--- src/rtl/uart_rx_frame_ctrl_pkg.sv ---
// Shared definitions for the UART receive frame controller.
//   - FSM state encoding (3 bits, HUNT..DRAIN)
//   - Error codes reported on o_Err_Code
//   - Default SYNC_BYTE / CLKS_PER_BIT shared with the UART RX/TX blocks
package uart_rx_frame_ctrl_pkg;

    localparam int unsigned DEFAULT_CLKS_PER_BIT = 217;
    localparam logic [7:0]  DEFAULT_SYNC_BYTE    = 8'hA5;

    typedef enum logic [2:0] {
        StHunt    = 3'd0,
        StLen     = 3'd1,
        StPayload = 3'd2,
        StCsum    = 3'd3,
        StDrain   = 3'd4
    } state_t;

    typedef enum logic [1:0] {
        ErrNone    = 2'd0,
        ErrLenBad  = 2'd1,
        ErrCsum    = 2'd2,
        ErrTimeout = 2'd3
    } err_code_t;

endpackage

--- src/rtl/uart_frame_buf.sv ---
// Single-frame payload buffer: DEPTH x 8 register array.
//   clk      in  system clock
//   i_we     in  write enable (synchronous write)
//   i_waddr  in  write address
//   i_wdata  in  write data
//   i_raddr  in  read address (combinational read)
//   o_rdata  out read data
// Contents are not reset; the controller never reads an entry it has not written.
module uart_frame_buf #(
    parameter int unsigned DEPTH = 16,
    parameter int unsigned AW    = 4
) (
    input  logic          clk,
    input  logic          i_we,
    input  logic [AW-1:0] i_waddr,
    input  logic [7:0]    i_wdata,
    input  logic [AW-1:0] i_raddr,
    output logic [7:0]    o_rdata
);

    logic [7:0] r_mem [DEPTH];

    always_ff @(posedge clk) begin
        if (i_we) begin
            r_mem[i_waddr] <= i_wdata;
        end
    end

    assign o_rdata = r_mem[i_raddr];

endmodule

--- src/rtl/uart_rx_frame_ctrl.sv ---
// Frame controller behind the UART receiver. Hunts for SYNC_BYTE, parses length,
// payload and checksum with an inter-byte timeout, buffers one frame and releases
// the payload over valid/ready only once the checksum verifies.
//   clk, rst_n                 clock, asynchronous active-low reset
//   i_RX_DV, i_RX_Byte         byte stream from the UART receiver
//   o_Pay_Valid/Byte/Last      payload stream, i_Pay_Ready accepts
//   o_Len                      length of the last good frame
//   o_Frame_Done, o_Frame_Err  one-cycle outcome pulses; o_Err_Code holds the reason
//   o_Drop                     pulse: byte arrived during DRAIN and was discarded
//   o_Busy                     high whenever not hunting for a sync byte
module uart_rx_frame_ctrl
    import uart_rx_frame_ctrl_pkg::*;
#(
    parameter int unsigned CLKS_PER_BIT = DEFAULT_CLKS_PER_BIT,
    parameter int unsigned TIMEOUT_BITS = 40,
    parameter int unsigned MAX_PAYLOAD  = 16,
    parameter logic [7:0]  SYNC_BYTE    = DEFAULT_SYNC_BYTE
) (
    input  logic       clk,
    input  logic       rst_n,
    input  logic       i_RX_DV,
    input  logic [7:0] i_RX_Byte,
    output logic       o_Pay_Valid,
    output logic [7:0] o_Pay_Byte,
    output logic       o_Pay_Last,
    input  logic       i_Pay_Ready,
    output logic [7:0] o_Len,
    output logic       o_Frame_Done,
    output logic       o_Frame_Err,
    output logic [1:0] o_Err_Code,
    output logic       o_Drop,
    output logic       o_Busy
);

    localparam int unsigned     LIMIT    = CLKS_PER_BIT * TIMEOUT_BITS;
    localparam int unsigned     CNT_W    = $clog2(LIMIT) + 1;
    localparam int unsigned     AW       = (MAX_PAYLOAD > 1) ? $clog2(MAX_PAYLOAD) : 1;
    localparam logic [7:0]      MAX_LEN  = 8'(MAX_PAYLOAD);
    localparam logic [CNT_W-1:0] CNT_LAST = CNT_W'(LIMIT - 1);

    state_t           r_state;
    err_code_t        r_err_code;
    logic [7:0]       r_len;
    logic [7:0]       r_len_out;
    logic [7:0]       r_sum;
    logic [7:0]       r_wr_ptr;
    logic [7:0]       r_rd_ptr;
    logic [CNT_W-1:0] r_cnt;
    logic             r_frame_done;
    logic             r_frame_err;
    logic             r_drop;

    logic             w_valid;
    logic             w_last;
    logic             w_hs;
    logic             w_we;
    logic             w_timed;
    logic [7:0]       w_csum_sum;
    logic [7:0]       w_rdata;

    assign w_valid    = (r_state == StDrain);
    assign w_last     = w_valid && (r_rd_ptr == r_len - 8'd1);
    assign w_hs       = w_valid && i_Pay_Ready;
    assign w_we       = (r_state == StPayload) && i_RX_DV;
    assign w_timed    = (r_state == StLen) || (r_state == StPayload) || (r_state == StCsum);
    assign w_csum_sum = r_sum + i_RX_Byte;

    uart_frame_buf #(
        .DEPTH (MAX_PAYLOAD),
        .AW    (AW)
    ) u_buf (
        .clk     (clk),
        .i_we    (w_we),
        .i_waddr (r_wr_ptr[AW-1:0]),
        .i_wdata (i_RX_Byte),
        .i_raddr (r_rd_ptr[AW-1:0]),
        .o_rdata (w_rdata)
    );

    always_ff @(posedge clk or negedge rst_n) begin
        if (!rst_n) begin
            r_state      <= StHunt;
            r_err_code   <= ErrNone;
            r_len        <= '0;
            r_len_out    <= '0;
            r_sum        <= '0;
            r_wr_ptr     <= '0;
            r_rd_ptr     <= '0;
            r_cnt        <= '0;
            r_frame_done <= 1'b0;
            r_frame_err  <= 1'b0;
            r_drop       <= 1'b0;
        end else begin
            r_frame_done <= 1'b0;
            r_frame_err  <= 1'b0;
            r_drop       <= 1'b0;

            // Inter-byte timeout; an arriving byte always beats an expiring count.
            if (w_timed) begin
                if (i_RX_DV) begin
                    r_cnt <= '0;
                end else if (r_cnt == CNT_LAST) begin
                    r_frame_err <= 1'b1;
                    r_err_code  <= ErrTimeout;
                    r_state     <= StHunt;
                end else begin
                    r_cnt <= r_cnt + CNT_W'(1);
                end
            end else begin
                r_cnt <= '0;
            end

            if (i_RX_DV) begin
                case (r_state)
                    StHunt: begin
                        if (i_RX_Byte == SYNC_BYTE) begin
                            r_state <= StLen;
                        end
                    end
                    StLen: begin
                        if ((i_RX_Byte == 8'd0) || (i_RX_Byte > MAX_LEN)) begin
                            r_frame_err <= 1'b1;
                            r_err_code  <= ErrLenBad;
                            r_state     <= StHunt;
                        end else begin
                            r_len    <= i_RX_Byte;
                            r_sum    <= i_RX_Byte;
                            r_wr_ptr <= '0;
                            r_state  <= StPayload;
                        end
                    end
                    StPayload: begin
                        r_sum    <= w_csum_sum;
                        r_wr_ptr <= r_wr_ptr + 8'd1;
                        if (r_wr_ptr == r_len - 8'd1) begin
                            r_state <= StCsum;
                        end
                    end
                    StCsum: begin
                        if (w_csum_sum == 8'd0) begin
                            r_frame_done <= 1'b1;
                            r_len_out    <= r_len;
                            r_err_code   <= ErrNone;
                            r_rd_ptr     <= '0;
                            r_state      <= StDrain;
                        end else begin
                            r_frame_err <= 1'b1;
                            r_err_code  <= ErrCsum;
                            r_state     <= StHunt;
                        end
                    end
                    StDrain: begin
                        // Receiver cannot be back-pressured; the byte is lost.
                        r_drop <= 1'b1;
                    end
                    default: begin
                        r_state <= StHunt;
                    end
                endcase
            end

            if (w_hs) begin
                r_rd_ptr <= r_rd_ptr + 8'd1;
                if (w_last) begin
                    r_state <= StHunt;
                end
            end
        end
    end

    // Gate the buffer read so nothing undefined is visible outside DRAIN.
    assign o_Pay_Valid  = w_valid;
    assign o_Pay_Byte   = w_valid ? w_rdata : 8'h00;
    assign o_Pay_Last   = w_last;
    assign o_Len        = r_len_out;
    assign o_Frame_Done = r_frame_done;
    assign o_Frame_Err  = r_frame_err;
    assign o_Err_Code   = r_err_code;
    assign o_Drop       = r_drop;
    assign o_Busy       = (r_state != StHunt);

endmodule
--- config.mk ---
export PLATFORM = sky130hd
export DESIGN_NAME = uart_rx_frame_ctrl
export DESIGN_NICKNAME = d
export VERILOG_FILES = /design/src/rtl/uart_rx_frame_ctrl_pkg.sv /design/src/rtl/uart_frame_buf.sv /design/src/rtl/uart_rx_frame_ctrl.sv
export SDC_FILE = /design/constraint.sdc
export NUM_CORES = 1
export LEC_CHECK = 0
export ABC_AREA = 1
export BUFFER_PORTS_ARGS = -buffer_cell sky130_fd_sc_hd__buf_2
export CORE_MARGIN = 3
export CORE_UTILIZATION = 56
export DETAILED_ROUTE_END_ITERATION = 7
export PLACE_DENSITY = 0.78
export SYNTH_ARGS = -nofsm -noshare
export SYNTH_HDL_FRONTEND = slang
export SYNTH_SLANG_ARGS = --single-unit
--- constraint.sdc ---
create_clock -name clk -period 4.9 [get_ports clk]
set_input_delay 0.98 -clock clk [delete_from_list [all_inputs] [get_ports clk]]
set_output_delay 0.98 -clock clk [all_outputs]
set_load 0.05 [all_outputs]
---- After elaboration in Yosys (flattened, before gate mapping) ----
Memories as Yosys holds them, arrays and structs flattened.
Index checks and enable logic that the tools add are counted.
storage, ports and cells
  bits in writable memories ............... 128
  input bits .............................. 12
  output and inout bits ................... 24
  memories kept ........................... 1
  logic and storage cells ................. 91
  register bits ........................... 63
cells by class
  bitwise logic cells ..................... 1
  equal/unequal tests ..................... 10
  reduce and logical (&&, ||, !) cells .... 18
  mux-type cells .......................... 44
  order comparisons ....................... 1
  add/subtract/negate cells ............... 5
memory list
  name         words  bits a word  rd ports  clocked after Yosys merged registers in  wr ports  line                  text
  u_buf.r_mem  16     8            1         0                                        1         uart_frame_buf.sv:21  logic [7:0] r_mem [DEPTH];
operator list
  cell                   count
  $mux 8                 7
  $mux 15                3
  $pmux 8 s2             2
  $mux 3                 9
  $add 8x1->8 const B    2
  $eq 8x8->1             2
  $logic_not 8->1        2
  $add 15x1->15 const B  1
  $eq 15x14->1 const B   1
  $pmux 3 s5             1
  $mux 2                 7
  $mux 1                 13
  $reduce_and 3->1       4
  $add 8x8->8            1
  $eq 8x8->1 const B     1
  $gt 8x5->1 const B     1
  $reduce_bool 2->1      4
  $sub 8x1->8 const B    1
  $eq 3x2->1 const B     2
  $pmux 2 s2             1
  $eq 3x1->1 const B     1
  $eq 3x3->1 const B     1
  $logic_and 1x1->1      3
  $logic_not 3->1        1
  other kinds (6)        8

---- Logic depth before layout (Yosys ltp) ----
Gate-level depths: netlist of the first run.
  depth in word-level cells ............... 9
  depth in mapped cells ................... 15
  depth with buffers taken out ............ 15

---- By module ----
Synthesis of the first run repeated with hierarchy kept, for this count alone.
unflattened totals
  cells, all modules ...................... 1057
  area, all modules ....................... 9490.4 sq um
modules (own cells, without submodules)
  module              times used  cells each  area an instance (sq um)  seq. area each (sq um)
  uart_frame_buf      1           543         5606.6                    3843.7
  uart_rx_frame_ctrl  1           514         3883.7                    1576.5

---- Worst setup path before layout of the first run ----
No wires, ideal clock.
  path kind ............................... register to output
  start point ............................. register r_rd_ptr[0]
  end point ............................... output o_Pay_Byte[3]
  buffers on the path ..................... 2
  arrival time ............................ 2.025 ns
  stages on the path, launching flop included .. 8
  required time ........................... 3.920 ns
  slack ................................... 1.895 ns
  cell sequence ........................... dfrtp_1 inv_1 buf_2 clkbuf_1 nor2_1 o221ai_1 o211ai_1 a21oi_1
between the ends
  word-level cells in the longest chain between the ends .. 2
ends and longest elaborated chain
  element                 line                       text
  from (decl)             uart_rx_frame_ctrl.sv:47   logic [7:0] r_rd_ptr;
  from (signal assigned)  uart_rx_frame_ctrl.sv:163  r_rd_ptr <= r_rd_ptr + 8'd1;
  $mem_v2 16x8            -
  $mux 8                  uart_rx_frame_ctrl.sv:173  assign o_Pay_Byte = w_valid ? w_rdata : 8'h00;
  to (decl)               uart_rx_frame_ctrl.sv:24   output logic [7:0] o_Pay_Byte,
No other way between the ends.

---- Worst setup path after layout of the first run ----
  start point ............................. register r_rd_ptr[0]
  end point ............................... output o_Pay_Byte[6]
Same word-level chain as after synthesis.

==> results of run 1 <==
[state kept, by name (all words and copies together) (netlist names), 2 cells and up]
| name | count |
|---|---|
| o_Err_Code | 2 |
| o_Len | 8 |
| r_cnt | 15 |
| r_len | 8 |
| r_rd_ptr | 8 |
| r_state | 3 |
| r_sum | 8 |
| r_wr_ptr | 8 |
| u_buf.r_mem | 128 |
[cell type report]
class                   instances  area (µm²)  share of cell area [%]
flip-flops and latches        191        5420                    55.7
multi-input cells             559        2960                    30.3
clock buffers                  18         429                    4.41
inverters                      78         293                    3.01
well taps                     211         264                    2.71
repair buffers                 41         220                    2.26
clock inverters                14         158                    1.62
[placed cells by master (no fill, tap or decap), types with 2 or more instances in the layout]
cell type	n
inv_1	67
edfxtp_1	128
xor2_1	9
o221ai_1	24
a31oi_1	6
dfrtp_1	62
buf_2	35
a21oi_1	21
o21ai_2	8
o21ai_1	11
nor3_1	7
inv_8	4
nand3_2	2
nor2_2	6
nand2_2	3
buf_4	6
nand2_1	117
o21bai_1	2
o31ai_1	4
o211ai_1	9
nand4_1	9
o22a_1	2
ha_1	14
bufinv_16	2
clkinvlp_4	3
a21oi_2	2
nor2_1	128
xnor2_1	7
o21ai_0	82
inv_2	9
clkinv_1	4
clkbuf_16	17
nand3_1	64
o22ai_1	9
[per-stage QoR]
stage | utilization (%) | area, µm² | power [mW] | instances
after floorplan | - | 8820 | 2.63 | 861
after global placement | 59.8 | 9160 | 2.81 | 1080
after detailed placement | 59.8 | 9160 | 2.83 | 1080
after CTS | 63.6 | 9740 | 4.19 | 1112
after global routing | 63.6 | 9740 | 4.40 | 1112
final | 63.6 | 9740 | 4.18 | 1112
[worst max path at each step]
stage                      endpoint  slack [ns]  cells after the start                     from
3_3_place_gp   o_Len[1]$_DFFE_PN0P_        1.42                     13             i_RX_Byte[0]
4_1_cts               o_Pay_Byte[6]        1.19                      7  r_rd_ptr[0]$_DFFE_PN0P_
3_5_place_dp   o_Len[1]$_DFFE_PN0P_        1.32                     13             i_RX_Byte[0]
5_1_grt               o_Pay_Byte[6]        1.01                      7  r_rd_ptr[0]$_DFFE_PN0P_
6_report              o_Pay_Byte[6]        1.12                      7  r_rd_ptr[0]$_DFFE_PN0P_
2_1_floorplan         o_Pay_Byte[3]        1.89                      7  r_rd_ptr[0]$_DFFE_PN0P_
[where the power goes]
part	switching, mW	internal [mW]	leakage [nW]
Sequential	0.0932	1.84	1.98
Clock	0.608	0.762	0.279
Combinational	0.594	0.282	1.61
Total	1.30	2.88	3.87
[routing by layer]
| metal | up-vias | share of wire [%] | global-route usage (%) |
|---|---|---|---|
| met5 | - | 0 | 0 |
| met2 | 193 | 49 | 38.2 |
| met3 | 49 | 5.6 | 4.17 |
| li1 | 3072 | - | - |
| met1 | 3100 | 43 | 31.4 |
| met4 | 0 | 3.2 | 10.3 |
[kinds of logic (layout without fill, tap and decap cells)]
kind of cell	Yosys count	in the layout	share of synthesized area, %
simple gates	342	342	16.8
flops	191	191	61.4
compound gates	185	185	12.8
buf+inv	111	151	5.04
xor+xnor	16	16	1.59
fa+ha+maj	15	15	2.21
mux	1	1	0.128
==> results.py, run 1 <==
metrics = {
    "run_status": {
        "status": "finished, final reports clean",
    },
    "timing": {
        "whs_ns": 0.477,
        "rsz0062_at_grt": "false",
        "finalCritPeriodShare_pct": 77.1,
        "finalClockSkew_ns": 0.00730,
        "setup_viol": 0,
        "setup_slack_ns": 1.12,
        "final-hold-violation-count": 0,
        "max_freq_ghz": 0.265,
        "tns_ns": 0,
        "period_needed_ns": 3.78,
        "slew_headroom_pct": 23.3,
        "slew_violations": 0,
        "tightest_slew_ns": 1.15,
    },
    "routing": {
        "routed_wl_um": 19800,
        "antenna_left": 0,
        "drcViolationCount": 0,
        "drtIter0Drc": 574,
        "vias_per_cell": 5.77,
        "wire_per_inst_um": 17.8,
        "first_pass_iters": 5,
        "vias": 6414,
    },
    "synthesis": {
        "synth_top_area_cell": "edfxtp_1",
        "async_flop_share_pct": 33.0,
        "synth_edf_count": 128,
        "synth-seq-cells": 191,
        "yosysSeqAreaShare_pct": 61.4,
        "synthCells": 861,
        "yosys.cell_types.count": 45,
        "syn-num-nets": 888,
        "yosysTopAreaCellShare_pct": 43.6,
        "netlist_area_um2": 8820,
        "synth.area.top_cells": "edfxtp_1 (44%), dfrtp_1 (18%), nor2_1 (5.4%), nand2_1 (5.0%), o21ai_0 (4.7%)",
        "avgSynthCellArea_um2": 10.2,
        "yosys_warnings": 0,
        "synthTopCellsByCount": "edfxtp_1 (128), nor2_1 (128), nand2_1 (117)",
        "synth_ff_type": "edfxtp_1",
    },
    "floorplanning": {
        "initial_utilization_pct": 57.6,
        "num_rows": 45,
        "die_h_um": 132,
        "io_pins": 36,
        "fp.dieW_um": 132,
        "dieArea_um2": 17300,
        "coreArea_um2": 15300,
    },
    "clock_tree": {
        "cts_resized": 0,
        "clock_sinks": 191,
        "cts_tree": "built",
        "htree_levels": 4,
        "cts_made_buffers": 17,
        "post_cts_buffers": 0,
        "clock_path_buffers": 2,
        "clockRootBuffer": "clkbuf_16",
        "clk_latency_ns": 0.43,
        "ctsHoldBuffers": 0,
        "clkSlewWorstSetupHoldPaths_ns": 0.07,
    },
    "critical_path": {
        "rr_worst_depth": 5,
        "slowest_delay_ns": 0.48,
        "cp_cell_sequence": "clkinv_1 -> buf_4 -> nor2_1 -> o22ai_1 -> o211ai_1 -> a21oi_1 -> buf_2",
        "cp_slowest_cell": "buf_4",
        "critPathMaxFanout": 45,
        "startpoint_type": "flip-flop",
        "worstPathRequired_ns": 3.92,
        "path_buf_inv": 3,
        "cp-end-kind": "primary output",
        "cp.arrival_ns": 2.80,
        "timing.rr.end": "u_buf.r_mem[6][2]$_DFFE_PP_",
        "timing.rr.start": "r_state[2]$_DFF_PN0_",
        "reg2reg_slack_ns": 1.64,
        "crit_family": "buffers and inverters",
        "critPathKind": "reg -> out",
    },
    "global_route": {
        "track_usage_pct": 23.5,
        "grt_pass1_wl_um": 32200,
        "overflow": 0,
        "grt_pass1_vias": 6279,
        "grt_max_degree": 69,
        "antenna_found_initial": 0,
    },
    "placed_design": {
        "pre_cts_slack_ns": 1.32,
        "portBuffers": 35,
        "dp_hpwl_um": 12400,
        "gp_congestion": 0.912,
    },
    "finish": {
        "antenna_cells": 0,
        "syn_to_final_growth_pct": 10.4,
        "layout-drive-gt1-share_pct": 11.8,
        "finalNetCount": 915,
        "fillers": 1223,
    },
    "min_path": {
        "whs_endpoint": "r_cnt[14]$_DFFE_PN0P_",
        "worstHoldPathCells": 1,
        "hp-class": "reg -> reg",
        "min-delay-start": "r_cnt[14]$_DFFE_PN0P_",
    },
    "pwr": {
        "power.leakage_nw": 3.87,
        "powerDensity_nw_per_um2": 429,
        "peakVddDrop_v": 0.000326,
    },
    "job": {
        "max-cap-violations": 0,
    },
}
Power figures use the tool's default switching activity.
==> run 2, diff against run 1 <==
--- a/config.mk
+++ b/config.mk
@@ -5,7 +5,7 @@
 export SDC_FILE = /design/constraint.sdc
 export NUM_CORES = 1
 export LEC_CHECK = 0
-export ABC_AREA = 1
+export ABC_AREA = 0
 export BUFFER_PORTS_ARGS = -buffer_cell sky130_fd_sc_hd__buf_2
 export CORE_MARGIN = 3
 export CORE_UTILIZATION = 56
==> constraint.sdc (replaced) <==
create_clock -name clk -period 3.68 [get_ports clk]
set_input_delay 0.736 -clock clk [delete_from_list [all_inputs] [get_ports clk]]
set_output_delay 0.736 -clock clk [all_outputs]
set_load 0.05 [all_outputs]
==> run 2 against run 1 <==
Net effect: synthesized area decreased by 2.4%; power increased by 56%; highest routed layer unchanged; sequential power increased by 31%; setup slack got worse by 0.91 ns; first-iteration DRC count decreased by 18%; clock skew decreased by 0.0013 ns; global-route usage increased by 0.57 points; worst hold slack got worse by 0.21 ns; register-to-register slack got worse by 0.99 ns; synthesized cell count decreased by 31%.
==> results.py, run 2 <==
metrics = {
    "timing": {
        "tightest_slew_ns": 0.538,
        "final-hold-violation-count": 0,
        "max_freq_ghz": 0.288,
        "finalCritPeriodShare_pct": 94.3,
        "finalClockSkew_ns": 0.00597,
        "setup_viol": 0,
        "period_needed_ns": 3.47,
        "tns_ns": 0,
        "setup_slack_ns": 0.210,
        "slew_headroom_pct": 63.9,
        "rsz0062_at_grt": "false",
        "slew_violations": 0,
    },
    "floorplanning": {
        "initial_utilization_pct": 58.1,
        "dieArea_um2": 16900,
        "coreArea_um2": 14800,
        "num_rows": 44,
        "io_pins": 36,
        "die_h_um": 130,
        "fp.dieW_um": 130,
    },
    "pwr": {
        "powerDensity_nw_per_um2": 662,
        "peakVddDrop_v": 0.000440,
        "power.leakage_nw": 3.70,
    },
    "finish": {
        "mostFrequentLayoutCell": "edfxtp_1",
        "layout-drive-gt1-share_pct": 24.9,
        "seq_area_um2": 5420,
        "multiInputGateArea_um2": 3020,
        "antenna_cells": 0,
        "largest-register": "u_buf.r_mem",
        "final_cell_mix": "edfxtp_1 (128), dfrtp_1 (62), nor2_1 (54)",
        "finalNetCount": 685,
        "syn_to_final_growth_pct": 14.6,
        "instances_no_fill": 855,
        "largest_reg_flops": 128,
        "fillers": 1016,
        "reg_top3": "u_buf.r_mem x128, r_cnt x15",
    },
    "routing": {
        "wire_per_inst_um": 22.2,
        "drcViolationCount": 0,
        "routed_wl_um": 18900,
        "antenna_left": 0,
        "first_pass_iters": 4,
        "vias_per_cell": 6.26,
        "vias": 5355,
        "drtIter0Drc": 472,
    },
    "clock_tree": {
        "cts_resized": 0,
        "htree_levels": 4,
        "clockRootBuffer": "clkbuf_16",
        "clock_sinks": 191,
        "cts_tree": "built",
        "clk_latency_ns": 0.43,
        "clkSlewWorstSetupHoldPaths_ns": 0.07,
        "post_cts_buffers": 0,
        "ctsHoldBuffers": 0,
        "clock_path_buffers": 2,
        "cts_made_buffers": 17,
    },
    "synthesis": {
        "netlist_area_um2": 8610,
        "synth_top_area_cell": "edfxtp_1",
        "synthCells": 595,
        "synth_ff_type": "edfxtp_1",
        "synth_most_common_cell": "edfxtp_1",
        "synth-seq-cells": 191,
        "yosys_warnings": 0,
        "yosysTopAreaCellShare_pct": 44.6,
        "synth_edf_count": 128,
        "avgSynthCellArea_um2": 14.5,
        "async_flop_share_pct": 33.0,
        "yosys.cell_types.count": 59,
        "synthTopCellsByCount": "edfxtp_1 (128), dfrtp_1 (63), nor2_1 (54)",
        "synth.area.top_cells": "edfxtp_1 (45%), dfrtp_1 (18%), mux4_2 (10%), xor2_1 (2.4%), nor2_1 (2.4%)",
        "syn-num-nets": 622,
        "yosysSeqAreaShare_pct": 63.0,
    },
    "critical_path": {
        "worstPathRequired_ns": 2.94,
        "timing.rr.start": "r_sum[0]$_DFFE_PN0P_",
        "critPathKind": "reg -> out",
        "cp_slowest_cell": "dfrtp_1",
        "reg2reg_slack_ns": 0.65,
        "cp-end-kind": "primary output",
        "timing.rr.end": "o_Len[4]$_DFFE_PN0P_",
        "startpoint_type": "flip-flop",
        "critPathLaunch": "r_len[0]$_DFFE_PN0P_",
        "critPathMaxFanout": 6,
        "rr_worst_depth": 10,
        "slowest_delay_ns": 0.49,
        "cp_cell_sequence": "inv_1 -> ha_1 -> xnor2_1 -> xnor2_1 -> nor4_1 -> nand3_1 -> a211oi_2 -> clkbuf_4",
        "endpoint": "o_Pay_Last",
        "crit_top_cell": "xnor2_1",
        "cp.arrival_ns": 2.73,
    },
    "global_route": {
        "grt_pass1_vias": 5465,
        "track_usage_pct": 24.1,
        "grt_max_degree": 43,
        "overflow": 0,
        "grt_pass1_wl_um": 30100,
        "antenna_found_initial": 0,
    },
    "placed_design": {
        "pre_cts_slack_ns": 0.201,
        "gp_congestion": 0.853,
        "dp_hpwl_um": 12400,
        "portBuffers": 35,
        "place_inst": 823,
    },
    "run_status": {
        "status": "finished, final reports clean",
    },
    "min_path": {
        "hp-class": "in -> async",
    },
    "job": {
        "max-cap-violations": 0,
    },
}
## run 2: logic make-up after synthesis
group / count (synthesis) / share of synthesized area (%)
AO/OA/AOI/OAI: 66 / 5.04
XOR/XNOR: 46 / 4.68
adder cells (fa/ha/maj): 15 / 2.27
buffers and inverters: 44 / 2.06
flip-flops: 191 / 63.0
multiplexers: 57 / 12.7
AND/OR/NAND/NOR: 176 / 10.3
## run 2: worst min-delay path by stage
stage | from | depth (start not counted) | to
final | rst_n | 1 | o_Len[6]$_DFFE_PN0P_
after global routing | rst_n | 1 | o_Len[1]$_DFFE_PN0P_
after CTS | rst_n | 1 | o_Len[6]$_DFFE_PN0P_
after detailed placement | r_sum[0]$_DFFE_PN0P_ | 2 | r_sum[0]$_DFFE_PN0P_
after global placement | r_sum[3]$_DFFE_PN0P_ | 2 | r_sum[3]$_DFFE_PN0P_
after floorplan | rst_n | 0 | o_Drop$_DFF_PN0_
## run 2: power by group
group	internal, mW	switching, mW
sequential	2.39	0.137
clock	1.21	0.780
combinational	0.818	1.20
total	4.42	2.12
## run 2: layer usage
layer	up-vias	global-route usage [%]	wire length [µm]
li1	2369	-	-
met1	2753	32.5	7810
met2	192	38.6	9360
met3	41	5.53	1210
met4	0	9.60	566
met5	-	0	0
## run 2: metrics by stage
stage | hold slack, ns | utilization [%] | total power [mW] | instance area, µm²
after CTS | 0.271 | 66.6 | 6.56 | 9860
after global routing | 0.285 | 66.6 | 6.83 | 9870
after detailed placement | 0.485 | 62.3 | 4.57 | 9220
final | 0.268 | 66.6 | 6.53 | 9870
after floorplan | 0.440 | - | 4.09 | 8610
after global placement | 0.471 | 62.3 | 4.51 | 9220
## run 2: critical path: cells and delay by family (launching register included)
| family | cells | cell delay [ns] |
|---|---|---|
| compound gates | 1 | 0.27 |
| simple gates | 2 | 0.46 |
| xor+xnor | 2 | 0.42 |
| flops | 1 | 0.49 |
| buf+inv | 2 | 0.40 |
| fa+ha+maj | 1 | 0.26 |
## run 2: layout make-up
cell class,instances,share of cell area [%]
clock buffer,18,4.35
inverter,13,0.494
tap,184,2.33
clock inverter,14,2.17
multi-input combinational,360,30.6
sequential,191,54.9
timing repair buffer,75,5.10
==> run 3, diff against run 2 <==
--- a/config.mk
+++ b/config.mk
@@ -10,6 +10,7 @@
 export CORE_MARGIN = 3
 export CORE_UTILIZATION = 56
 export DETAILED_ROUTE_END_ITERATION = 7
+export GPL_TIMING_DRIVEN = 0
 export PLACE_DENSITY = 0.78
 export SYNTH_ARGS = -nofsm -noshare
 export SYNTH_HDL_FRONTEND = slang
==> run 3 against run 2 <==
Net effect: maximum frequency shrank 1.6%; worst hold slack gained 0.10 ns; die area is the same; critical endpoint is now o_Pay_Byte[4].
==> results.py, run 3 (synthesized netlist as in run 2, its figures left out) <==
metrics = {
    "run_status": {
        "status": "finished, final reports clean",
    },
    "clock_tree": {
        "cts_tree": "built",
        "clock_path_buffers": 2,
        "clk_latency_ns": 0.43,
        "clockRootBuffer": "clkbuf_16",
        "htree_levels": 4,
        "clkSlewWorstSetupHoldPaths_ns": 0.07,
        "clock_sinks": 191,
        "ctsHoldBuffers": 0,
        "cts_made_buffers": 17,
    },
    "floorplanning": {
        "fp.dieW_um": 130,
        "die_h_um": 130,
        "io_pins": 36,
        "coreArea_um2": 14800,
        "initial_utilization_pct": 58.1,
        "num_rows": 44,
        "dieArea_um2": 16900,
    },
    "placed_design": {
        "gp_congestion": 0.824,
        "place_inst": 814,
        "portBuffers": 35,
        "pre_cts_slack_ns": -0.433,
        "dp_hpwl_um": 11700,
    },
    "pwr": {
        "powerDensity_nw_per_um2": 647,
        "peakVddDrop_v": 0.000451,
        "post-layout-total-power_mw": 6.23,
        "power.leakage_nw": 3.55,
    },
    "critical_path": {
        "worstPathRequired_ns": 2.94,
        "path_buf_inv": 3,
        "startpoint_type": "flip-flop",
        "critPathMaxFanout": 10,
        "crit_family": "multiplexers",
        "crit_top_cell": "mux4_2",
        "cp_cell_sequence": "clkbuf_4 -> buf_4 -> mux4_2 -> mux4_2 -> and2_1 -> buf_2",
        "cp.arrival_ns": 2.79,
        "critPathKind": "reg -> out",
        "timing.rr.start": "r_state[2]$_DFF_PN0_",
        "rr_worst_depth": 5,
        "cp_slowest_cell": "mux4_2",
        "timing.rr.end": "u_buf.r_mem[3][6]$_DFFE_PP_",
        "slowest_delay_ns": 0.58,
        "reg2reg_slack_ns": 0.47,
        "cp-end-kind": "primary output",
    },
    "timing": {
        "setup_slack_ns": 0.154,
        "rsz0062_at_grt": "false",
        "slew_headroom_pct": 13.3,
        "slew_violations": 0,
        "tightest_slew_ns": 1.29,
        "setup_viol": 0,
        "finalClockSkew_ns": 0.00931,
        "finalCritPeriodShare_pct": 95.8,
        "period_needed_ns": 3.53,
        "final-hold-violation-count": 0,
        "max_freq_ghz": 0.284,
        "whs_ns": 0.371,
    },
    "finish": {
        "reg_top3": "u_buf.r_mem x128, r_cnt x15",
        "largest_reg_flops": 128,
        "final_cell_mix": "edfxtp_1 (128), dfrtp_1 (63), nor2_1 (54)",
        "utilization_pct": 65.1,
        "syn_to_final_growth_pct": 11.9,
        "antenna_cells": 0,
        "layout-drive-gt1-share_pct": 21.7,
        "instances_no_fill": 853,
        "finalNetCount": 683,
        "largest-register": "u_buf.r_mem",
        "mostFrequentLayoutCell": "edfxtp_1",
    },
    "min_path": {
        "hp-class": "in -> async",
    },
    "routing": {
        "drtIter0Drc": 388,
        "vias": 5238,
        "vias_per_cell": 6.14,
        "drcViolationCount": 0,
        "first_pass_iters": 5,
        "routed_wl_um": 17800,
        "wire_per_inst_um": 20.9,
        "antenna_left": 0,
    },
    "global_route": {
        "grt_max_degree": 64,
        "grt_pass1_wl_um": 28000,
        "antenna_found_initial": 0,
        "grt_pass1_vias": 5168,
        "track_usage_pct": 22.3,
        "overflow": 0,
    },
    "job": {
        "max-cap-violations": 0,
    },
}
-- run 3: worst max-delay path by stage --
stage | slack, ns | startpoint | endpoint | cells past startpoint
CTS | 0.0002 | r_rd_ptr[1]$_DFFE_PN0P_ | o_Pay_Byte[5] | 6
floorplan | 0.13 | r_len[0]$_DFFE_PN0P_ | o_Pay_Last | 7
global placement | -0.28 | i_RX_Byte[0] | o_Len[6]$_DFFE_PN0P_ | 11
detailed placement | -0.43 | i_RX_Byte[0] | o_Len[6]$_DFFE_PN0P_ | 11
finish | 0.15 | r_rd_ptr[0]$_DFFE_PN0P_ | o_Pay_Byte[4] | 6
global route | 0.002 | r_rd_ptr[0]$_DFFE_PN0P_ | o_Pay_Byte[2] | 6
-- run 3: power by group --
group | internal, mW | total (mW) | switching [mW]
Clock | 0.892 | 1.66 | 0.767
Sequential | 2.39 | 2.47 | 0.0809
Combinational | 0.817 | 2.10 | 1.28
Total | 4.10 | 6.23 | 2.13
-- run 3: final cells by class --
cell class	count	area [µm²]
sequential	191	5420
inverter	13	48.8
fill	1013	5170
clock buffer	21	460
timing repair buffer	42	230
buffer	31	146
multi-input combinational	360	3030
tap	184	230
clock inverter	11	66.3
-- run 3: repair_timing --
item | 4_1_cts | 5_1_grt
setup buffers | 0 | 6
endpoints found under the setup margin | 9 | 25
pin swaps | 0 | 1
cloned | 0 | 0
resized for setup | 8 | 7
-- run 3: metrics by stage --
| step | setup TNS [ns] | instance area (µm²) |
|---|---|---|
| finish | 0 | 9630 |
| global route | 0 | 9630 |
| CTS | 0 | 9560 |
| detailed placement | -4.63 | 9010 |
| global placement | -2.09 | 9010 |
| floorplan | 0 | 8610 |
-- run 3: routing by layer --
layer  up-vias  share of wire [%]  GRT usage (%)
met2       187                 49           36.1
met4         0                2.2           8.19
li1       2359                  -              -
met1      2657                 43           30.4
met3        35                5.2           4.75
met5         -                  0              0
